## config.mk

```make
export PLATFORM = sky130hd
export DESIGN_NAME = dmem_arbiter
export DESIGN_NICKNAME = d
export VERILOG_FILES = /design/src/rtl/dmem_arbiter.sv
export SDC_FILE = /design/constraint.sdc
export NUM_CORES = 1
export LEC_CHECK = 0
export CAP_MARGIN = 10
export CORE_UTILIZATION = 40
export DETAILED_ROUTE_END_ITERATION = 12
export PLACE_DENSITY = 0.75
export SLEW_MARGIN = 20
export SYNTH_ARGS = -nofsm -noshare
export SYNTH_HDL_FRONTEND = slang
export SYNTH_SLANG_ARGS = --single-unit
```

## constraint.sdc

```tcl
create_clock -name clk -period 3.7 [get_ports clk]
set_clock_uncertainty 0.2 [all_clocks]
set_input_delay 0.555 -clock clk [delete_from_list [all_inputs] [get_ports clk]]
set_output_delay 0.555 -clock clk [all_outputs]
set_load 0.005 [all_outputs]
```

## src/rtl/dmem_arbiter.sv

```systemverilog
// -----------------------------------------------------------------------------
// dmem_arbiter
//
// Purpose:
//   Shares a small byte-addressed data memory between two requesters using
//   round-robin arbitration. Each accepted request is checked for funct3
//   legality, alignment and range. It then gets exactly one memory access
//   cycle, followed by a registered one-cycle response pulse to the port that
//   issued it.
//
// Ports:
//   clk, rst_n             clock, asynchronous active-low reset
//   pN_req_valid/ready     request handshake (N = 0 processor, 1 debug/loader)
//   pN_req_write           1 = store, 0 = load
//   pN_req_funct3          RV32 load/store funct3
//   pN_req_addr            byte address
//   pN_req_wdata           store data (low bytes used for SB/SH)
//   pN_rsp_valid           one-cycle response pulse
//   pN_rsp_rdata           load result, 0 for stores and rejected requests
//   pN_rsp_err             request rejected, no memory access performed
//   mem_read/mem_write     memory enables, only ever high in the access cycle
//   mem_funct3/addr/wdata  memory command
//   mem_rdata              combinational read data from the memory
// -----------------------------------------------------------------------------
module dmem_arbiter #(
  parameter int DEPTH_BYTES = 128,
  parameter int ADDR_W      = 32
) (
  input  logic              clk,
  input  logic              rst_n,

  input  logic              p0_req_valid,
  output logic              p0_req_ready,
  input  logic              p0_req_write,
  input  logic [2:0]        p0_req_funct3,
  input  logic [ADDR_W-1:0] p0_req_addr,
  input  logic [31:0]       p0_req_wdata,
  output logic              p0_rsp_valid,
  output logic [31:0]       p0_rsp_rdata,
  output logic              p0_rsp_err,

  input  logic              p1_req_valid,
  output logic              p1_req_ready,
  input  logic              p1_req_write,
  input  logic [2:0]        p1_req_funct3,
  input  logic [ADDR_W-1:0] p1_req_addr,
  input  logic [31:0]       p1_req_wdata,
  output logic              p1_rsp_valid,
  output logic [31:0]       p1_rsp_rdata,
  output logic              p1_rsp_err,

  output logic              mem_read,
  output logic              mem_write,
  output logic [2:0]        mem_funct3,
  output logic [ADDR_W-1:0] mem_addr,
  output logic [31:0]       mem_wdata,
  input  logic [31:0]       mem_rdata
);

  typedef enum logic [0:0] {
    ST_IDLE   = 1'b0,
    ST_ACCESS = 1'b1
  } state_e;

  // Returns 1 when the request must be rejected without touching memory.
  // The end address is formed one bit wider than the address so that an
  // address near the top of the address space cannot wrap into range.
  function automatic logic req_illegal(
    input logic              write,
    input logic [2:0]        funct3,
    input logic [ADDR_W-1:0] addr
  );
    logic [ADDR_W:0] size;
    logic [ADDR_W:0] end_addr;
    logic            bad;
    size = (ADDR_W+1)'(3'd1);
    bad  = 1'b0;
    case (funct3)
      3'b000: begin size = (ADDR_W+1)'(3'd1); bad = 1'b0;                end
      3'b001: begin size = (ADDR_W+1)'(3'd2); bad = addr[0];             end
      3'b010: begin size = (ADDR_W+1)'(3'd4); bad = addr[1] | addr[0];   end
      3'b100: begin size = (ADDR_W+1)'(3'd1); bad = write;               end
      3'b101: begin size = (ADDR_W+1)'(3'd2); bad = write | addr[0];     end
      default: begin size = (ADDR_W+1)'(3'd1); bad = 1'b1;              end
    endcase
    end_addr = {1'b0, addr} + size;
    bad      = bad | (end_addr > (ADDR_W+1)'(DEPTH_BYTES));
    return bad;
  endfunction

  state_e              state_q, state_d;
  logic                last_grant_q, last_grant_d;
  logic                owner_q, owner_d;
  logic                write_q, write_d;
  logic [2:0]          funct3_q, funct3_d;
  logic [ADDR_W-1:0]   addr_q, addr_d;
  logic [31:0]         wdata_q, wdata_d;
  logic                err_q, err_d;
  logic                rsp0_valid_q, rsp0_valid_d;
  logic                rsp1_valid_q, rsp1_valid_d;
  logic                rsp0_err_q, rsp0_err_d;
  logic                rsp1_err_q, rsp1_err_d;
  logic [31:0]         rsp0_rdata_q, rsp0_rdata_d;
  logic [31:0]         rsp1_rdata_q, rsp1_rdata_d;

  logic                grant_valid_s;
  logic                grant_port_s;
  logic                sel_write_s;
  logic [2:0]          sel_funct3_s;
  logic [ADDR_W-1:0]   sel_addr_s;
  logic [31:0]         sel_wdata_s;
  logic [31:0]         rsp_rdata_s;

  // Round-robin grant: a lone requester wins, a tie goes to the port that was
  // not granted last. Gated by rst_n so nothing is accepted while in reset.
  always_comb begin
    grant_valid_s = 1'b0;
    grant_port_s  = 1'b0;
    if ((state_q == ST_IDLE) && rst_n) begin
      if (p0_req_valid && p1_req_valid) begin
        grant_valid_s = 1'b1;
        grant_port_s  = ~last_grant_q;
      end else if (p0_req_valid) begin
        grant_valid_s = 1'b1;
        grant_port_s  = 1'b0;
      end else if (p1_req_valid) begin
        grant_valid_s = 1'b1;
        grant_port_s  = 1'b1;
      end else begin
        grant_valid_s = 1'b0;
        grant_port_s  = 1'b0;
      end
    end else begin
      grant_valid_s = 1'b0;
      grant_port_s  = 1'b0;
    end
  end

  assign p0_req_ready = grant_valid_s & ~grant_port_s;
  assign p1_req_ready = grant_valid_s &  grant_port_s;

  // Payload of the granted port.
  always_comb begin
    sel_write_s  = p0_req_write;
    sel_funct3_s = p0_req_funct3;
    sel_addr_s   = p0_req_addr;
    sel_wdata_s  = p0_req_wdata;
    if (grant_port_s) begin
      sel_write_s  = p1_req_write;
      sel_funct3_s = p1_req_funct3;
      sel_addr_s   = p1_req_addr;
      sel_wdata_s  = p1_req_wdata;
    end else begin
      sel_write_s  = p0_req_write;
      sel_funct3_s = p0_req_funct3;
      sel_addr_s   = p0_req_addr;
      sel_wdata_s  = p0_req_wdata;
    end
  end

  // Rejected requests and stores return zero read data.
  assign rsp_rdata_s = (!write_q && !err_q) ? mem_rdata : 32'd0;

  // Next-state logic: latch the granted request in IDLE, respond from ACCESS.
  always_comb begin
    state_d      = state_q;
    last_grant_d = last_grant_q;
    owner_d      = owner_q;
    write_d      = write_q;
    funct3_d     = funct3_q;
    addr_d       = addr_q;
    wdata_d      = wdata_q;
    err_d        = err_q;
    rsp0_valid_d = 1'b0;
    rsp1_valid_d = 1'b0;
    rsp0_err_d   = 1'b0;
    rsp1_err_d   = 1'b0;
    rsp0_rdata_d = 32'd0;
    rsp1_rdata_d = 32'd0;
    case (state_q)
      ST_IDLE: begin
        if (grant_valid_s) begin
          owner_d      = grant_port_s;
          last_grant_d = grant_port_s;
          write_d      = sel_write_s;
          funct3_d     = sel_funct3_s;
          addr_d       = sel_addr_s;
          wdata_d      = sel_wdata_s;
          err_d        = req_illegal(sel_write_s, sel_funct3_s, sel_addr_s);
          state_d      = ST_ACCESS;
        end else begin
          state_d      = ST_IDLE;
        end
      end
      ST_ACCESS: begin
        if (owner_q) begin
          rsp1_valid_d = 1'b1;
          rsp1_err_d   = err_q;
          rsp1_rdata_d = rsp_rdata_s;
        end else begin
          rsp0_valid_d = 1'b1;
          rsp0_err_d   = err_q;
          rsp0_rdata_d = rsp_rdata_s;
        end
        state_d = ST_IDLE;
      end
      default: begin
        state_d = ST_IDLE;
      end
    endcase
  end

  // Memory command is decoded from state so that reset removes it at once.
  always_comb begin
    mem_read   = 1'b0;
    mem_write  = 1'b0;
    mem_funct3 = 3'd0;
    mem_addr   = {ADDR_W{1'b0}};
    mem_wdata  = 32'd0;
    if (state_q == ST_ACCESS) begin
      mem_read   = ~write_q & ~err_q;
      mem_write  =  write_q & ~err_q;
      mem_funct3 = funct3_q;
      mem_addr   = addr_q;
      mem_wdata  = wdata_q;
    end else begin
      mem_read   = 1'b0;
      mem_write  = 1'b0;
      mem_funct3 = 3'd0;
      mem_addr   = {ADDR_W{1'b0}};
      mem_wdata  = 32'd0;
    end
  end

  // State, latched request and response registers.
  always_ff @(posedge clk or negedge rst_n) begin
    if (!rst_n) begin
      state_q      <= ST_IDLE;
      last_grant_q <= 1'b1;
      owner_q      <= 1'b0;
      write_q      <= 1'b0;
      funct3_q     <= 3'd0;
      addr_q       <= {ADDR_W{1'b0}};
      wdata_q      <= 32'd0;
      err_q        <= 1'b0;
      rsp0_valid_q <= 1'b0;
      rsp1_valid_q <= 1'b0;
      rsp0_err_q   <= 1'b0;
      rsp1_err_q   <= 1'b0;
      rsp0_rdata_q <= 32'd0;
      rsp1_rdata_q <= 32'd0;
    end else begin
      state_q      <= state_d;
      last_grant_q <= last_grant_d;
      owner_q      <= owner_d;
      write_q      <= write_d;
      funct3_q     <= funct3_d;
      addr_q       <= addr_d;
      wdata_q      <= wdata_d;
      err_q        <= err_d;
      rsp0_valid_q <= rsp0_valid_d;
      rsp1_valid_q <= rsp1_valid_d;
      rsp0_err_q   <= rsp0_err_d;
      rsp1_err_q   <= rsp1_err_d;
      rsp0_rdata_q <= rsp0_rdata_d;
      rsp1_rdata_q <= rsp1_rdata_d;
    end
  end

  assign p0_rsp_valid = rsp0_valid_q;
  assign p0_rsp_err   = rsp0_err_q;
  assign p0_rsp_rdata = rsp0_rdata_q;
  assign p1_rsp_valid = rsp1_valid_q;
  assign p1_rsp_err   = rsp1_err_q;
  assign p1_rsp_rdata = rsp1_rdata_q;

endmodule

```

==> flow_summary.json, run 1 <==
{
  "status": "finished, final reports clean",
  "synth_top_area_share_pct": 45.8,
  "yosys-top-cells-area": "dfrtp_1 (46%), and2_1 (11%), nand2_1 (8.2%), a31oi_1 (4.8%), nor2_1 (3.8%)",
  "synth-main-ff-cell": "dfrtp_1",
  "slew_viol_final": 0,
  "yosys.cell_count.top_type": "nand2_1",
  "register_area_um2": 3510,
  "hold_viol": 0,
  "netlist_area_um2": 7590,
  "min_period_ns": 3.51,
  "critPathLaunchType": "input port",
  "ys_seq_area_share_pct": 46.2,
  "yosys.area.top_type": "dfrtp_1",
  "r2r_end": "err_q",
  "dp_cells": 1406,
  "num_antenna_cells": 0,
  "root_buffer": "clkbuf_16",
  "grt_pass1_wl_um": 41400,
  "synth_nets": 1046,
  "ys_warn_count": 0,
  "clock.fmax_mhz": 285,
  "dieArea_um2": 19500,
  "num_vias": 7794,
  "nets": 1368,
  "antenna_found_initial": 0,
  "clockBufferDepth": 2,
  "drive_above_1_share_pct": 9.38,
  "postSynthAreaPerCell_um2": 8.73,
  "period_share_pct": 95.0,
  "synthCells": 870,
  "p_leak_uw": 0.00503,
  "placed_area_um2": 11200,
  "drc_errors": 0,
  "grt_overflow": 0,
  "ys_types": 69,
  "synthToLayoutAreaGrowth_pct": 54.8,
  "cts_sinks": 140,
  "place_congestion": 0.898,
  "cts_made_buffers": 17,
  "worst_slew_pin_slew_ns": 0.844,
  "pin_count": 311,
  "max_cap_viol_count": 0,
  "die_w_um": 140,
  "initial_utilization_pct": 40.7,
  "wl_um": 26600,
  "crit_fanout": 10,
  "vdd_drop_max_uv": 307,
  "min_path_type": "register to register",
  "crit_path_end_kind": "register",
  "grtUsageTotal_pct": 27.5,
  "cts_max_level": 4,
  "required_ns": 3.81,
  "grt_max_degree": 85,
  "hpwl_um": 19600,
  "startpoint": "p1_req_valid",
  "setup_violations": 0,
  "finalPower_uw": 4390,
  "row_count": 50,
  "p_per_area_nw_per_um2": 373,
  "cts_tree": "done",
  "instances_no_fill": 1439,
  "synth_commonest_cells": "nand2_1 (166), dfrtp_1 (139), and2_1 (137)",
  "fillers": 1604,
  "crit_type": "input port to register",
  "port-buffer-count": 310,
  "cp-endpoint": "err_q",
  "route.detailed.vias_per_inst": 5.42,
  "drt_iter0_markers": 585,
  "firstDrtPassIters": 5,
  "final_area_um2": 11800,
  "setup_tns_ns": 0,
  "synth-async-reset-ratio_pct": 100,
  "clk_latency_ns": 0.42,
  "dieHeight_um": 140,
  "reg2reg_from": "last_grant_q",
  "grt_pass1_vias": 7525,
  "clk_pin_slew_ns": 0.07,
  "synth_edf_count": 0,
  "crit_arrival_ns": 3.62,
  "slew_headroom_pct": 43.8,
  "post-route-util_pct": 63.0,
  "core_um2": 18600,
  "ff2ff_path_depth": 14,
  "wl_per_cell_um": 18.5,
  "rsz0062_at_grt": "false",
  "multi_input_area_um2": 3850,
  "regToRegSetupSlack_ns": 0.38,
  "synth-seq-cells": 140,
  "antenna_left": 0
}
==> worst min path at each step <==
stage | startpoint | to | cells after the start
final | addr_q[1] | addr_q[1] | 2
after global routing | addr_q[7] | addr_q[7] | 2
after CTS | addr_q[1] | addr_q[1] | 2
after detailed placement | addr_q[20] | addr_q[20] | 2
after global placement | addr_q[7] | addr_q[7] | 2
after floorplan | rst_n | addr_q[0] | 0
==> per-stage QoR <==
stage	hold slack [ns]	setup slack, ns
2_1_floorplan	0.0594	0.00716
3_3_place_gp	0.252	-0.285
3_5_place_dp	0.262	-0.349
4_1_cts	0.280	0.0858
5_1_grt	0.306	0.00929
6_report	0.271	0.185
==> layout by cell type (no fill, tap or decap), types with 7 or more instances in the layout <==
master | Yosys | final
a21oi_1 | 16 | 16
buf_4 | 2 | 48
clkdlybuf4s50_1 | 0 | 309
xor2_1 | 8 | 8
mux2_2 | 7 | 7
and2_1 | 137 | 137
a31oi_1 | 58 | 58
nand4_1 | 16 | 16
inv_1 | 8 | 7
nand3_1 | 20 | 20
and3_1 | 14 | 14
dfrtp_1 | 139 | 138
nand2_1 | 166 | 166
o2111ai_1 | 8 | 8
nor2_1 | 77 | 77
o21ai_0 | 29 | 28
mux2i_1 | 11 | 11
clkbuf_16 | 0 | 17
==> critical path, cell delays in order <==
cell,delay (ns)
clkdlybuf4s50_1,0.48
a21boi_4,0.24
nand2_4,0.13
inv_4,0.12
nand3_1,0.08
o21ai_0,0.09
ha_1,0.29
a21o_1,0.25
or2_2,0.32
nand4_1,0.10
mux2_2,0.36
o31ai_2,0.18
nand4_1,0.20
nor4_2,0.18
nor2_1,0.06
==> cell type report <==
cell class	count	area share, %
timing repair buffer	360	29.7
sequential	140	29.8
inverter	9	0.319
clock inverter	15	1.24
multi-input combinational	664	32.8
tap	234	2.49
clock buffer	17	3.62
==> routing by layer <==
metal | part of all wire, % | up-vias | track usage (%)
met4 | 1.9 | 0 | 8.96
li1 | - | 3668 | -
met1 | 40 | 3719 | 33.5
met3 | 7.4 | 42 | 5.75
met5 | 0 | - | 0
met2 | 50 | 365 | 48.1
==> cells by family (layout without fill, tap and decap cells) <==
group	after synthesis	after routing	share of synthesized area [%]
adders and majority gates	4	4	0.758
buffers and inverters	66	401	3.79
muxes	19	19	2.69
AOI/OAI and AO/OA	159	159	14.2
DFF	140	140	46.2
xor gates and xnor gates	11	11	1.27
and+or+nand+nor	471	471	31.2
==> power breakdown <==
part | total [µW] | internal, µW | switching (µW)
Combinational | 979 | 513 | 467
Clock | 1660 | 893 | 768
Sequential | 1750 | 1680 | 72.7
==> flip-flops by register name, indices dropped and copies added (netlist names), 3 cells and up <==
register and flops:
wdata_q 32, addr_q 32, p0_rsp_rdata 32, p1_rsp_rdata 32, funct3_q 3
==> timing repair <==
item	in CTS	in global routing
hold buffers	1	0
hold endpoints to repair	19	0
gates resized for setup	0	5
endpoints found under the setup margin	0	1
buffers inserted	0	0
Power figures use the tool's default switching activity.
==> run 2, diff against run 1 <==
--- a/config.mk
+++ b/config.mk
@@ -8,6 +8,7 @@
 export CAP_MARGIN = 10
 export CORE_UTILIZATION = 40
 export DETAILED_ROUTE_END_ITERATION = 12
+export HOLD_SLACK_MARGIN = 0.12
 export PLACE_DENSITY = 0.75
 export SLEW_MARGIN = 20
 export SYNTH_ARGS = -nofsm -noshare
==> results of run 2 <==
No change in the layout: final DEF, timing and power equal those of run 1.
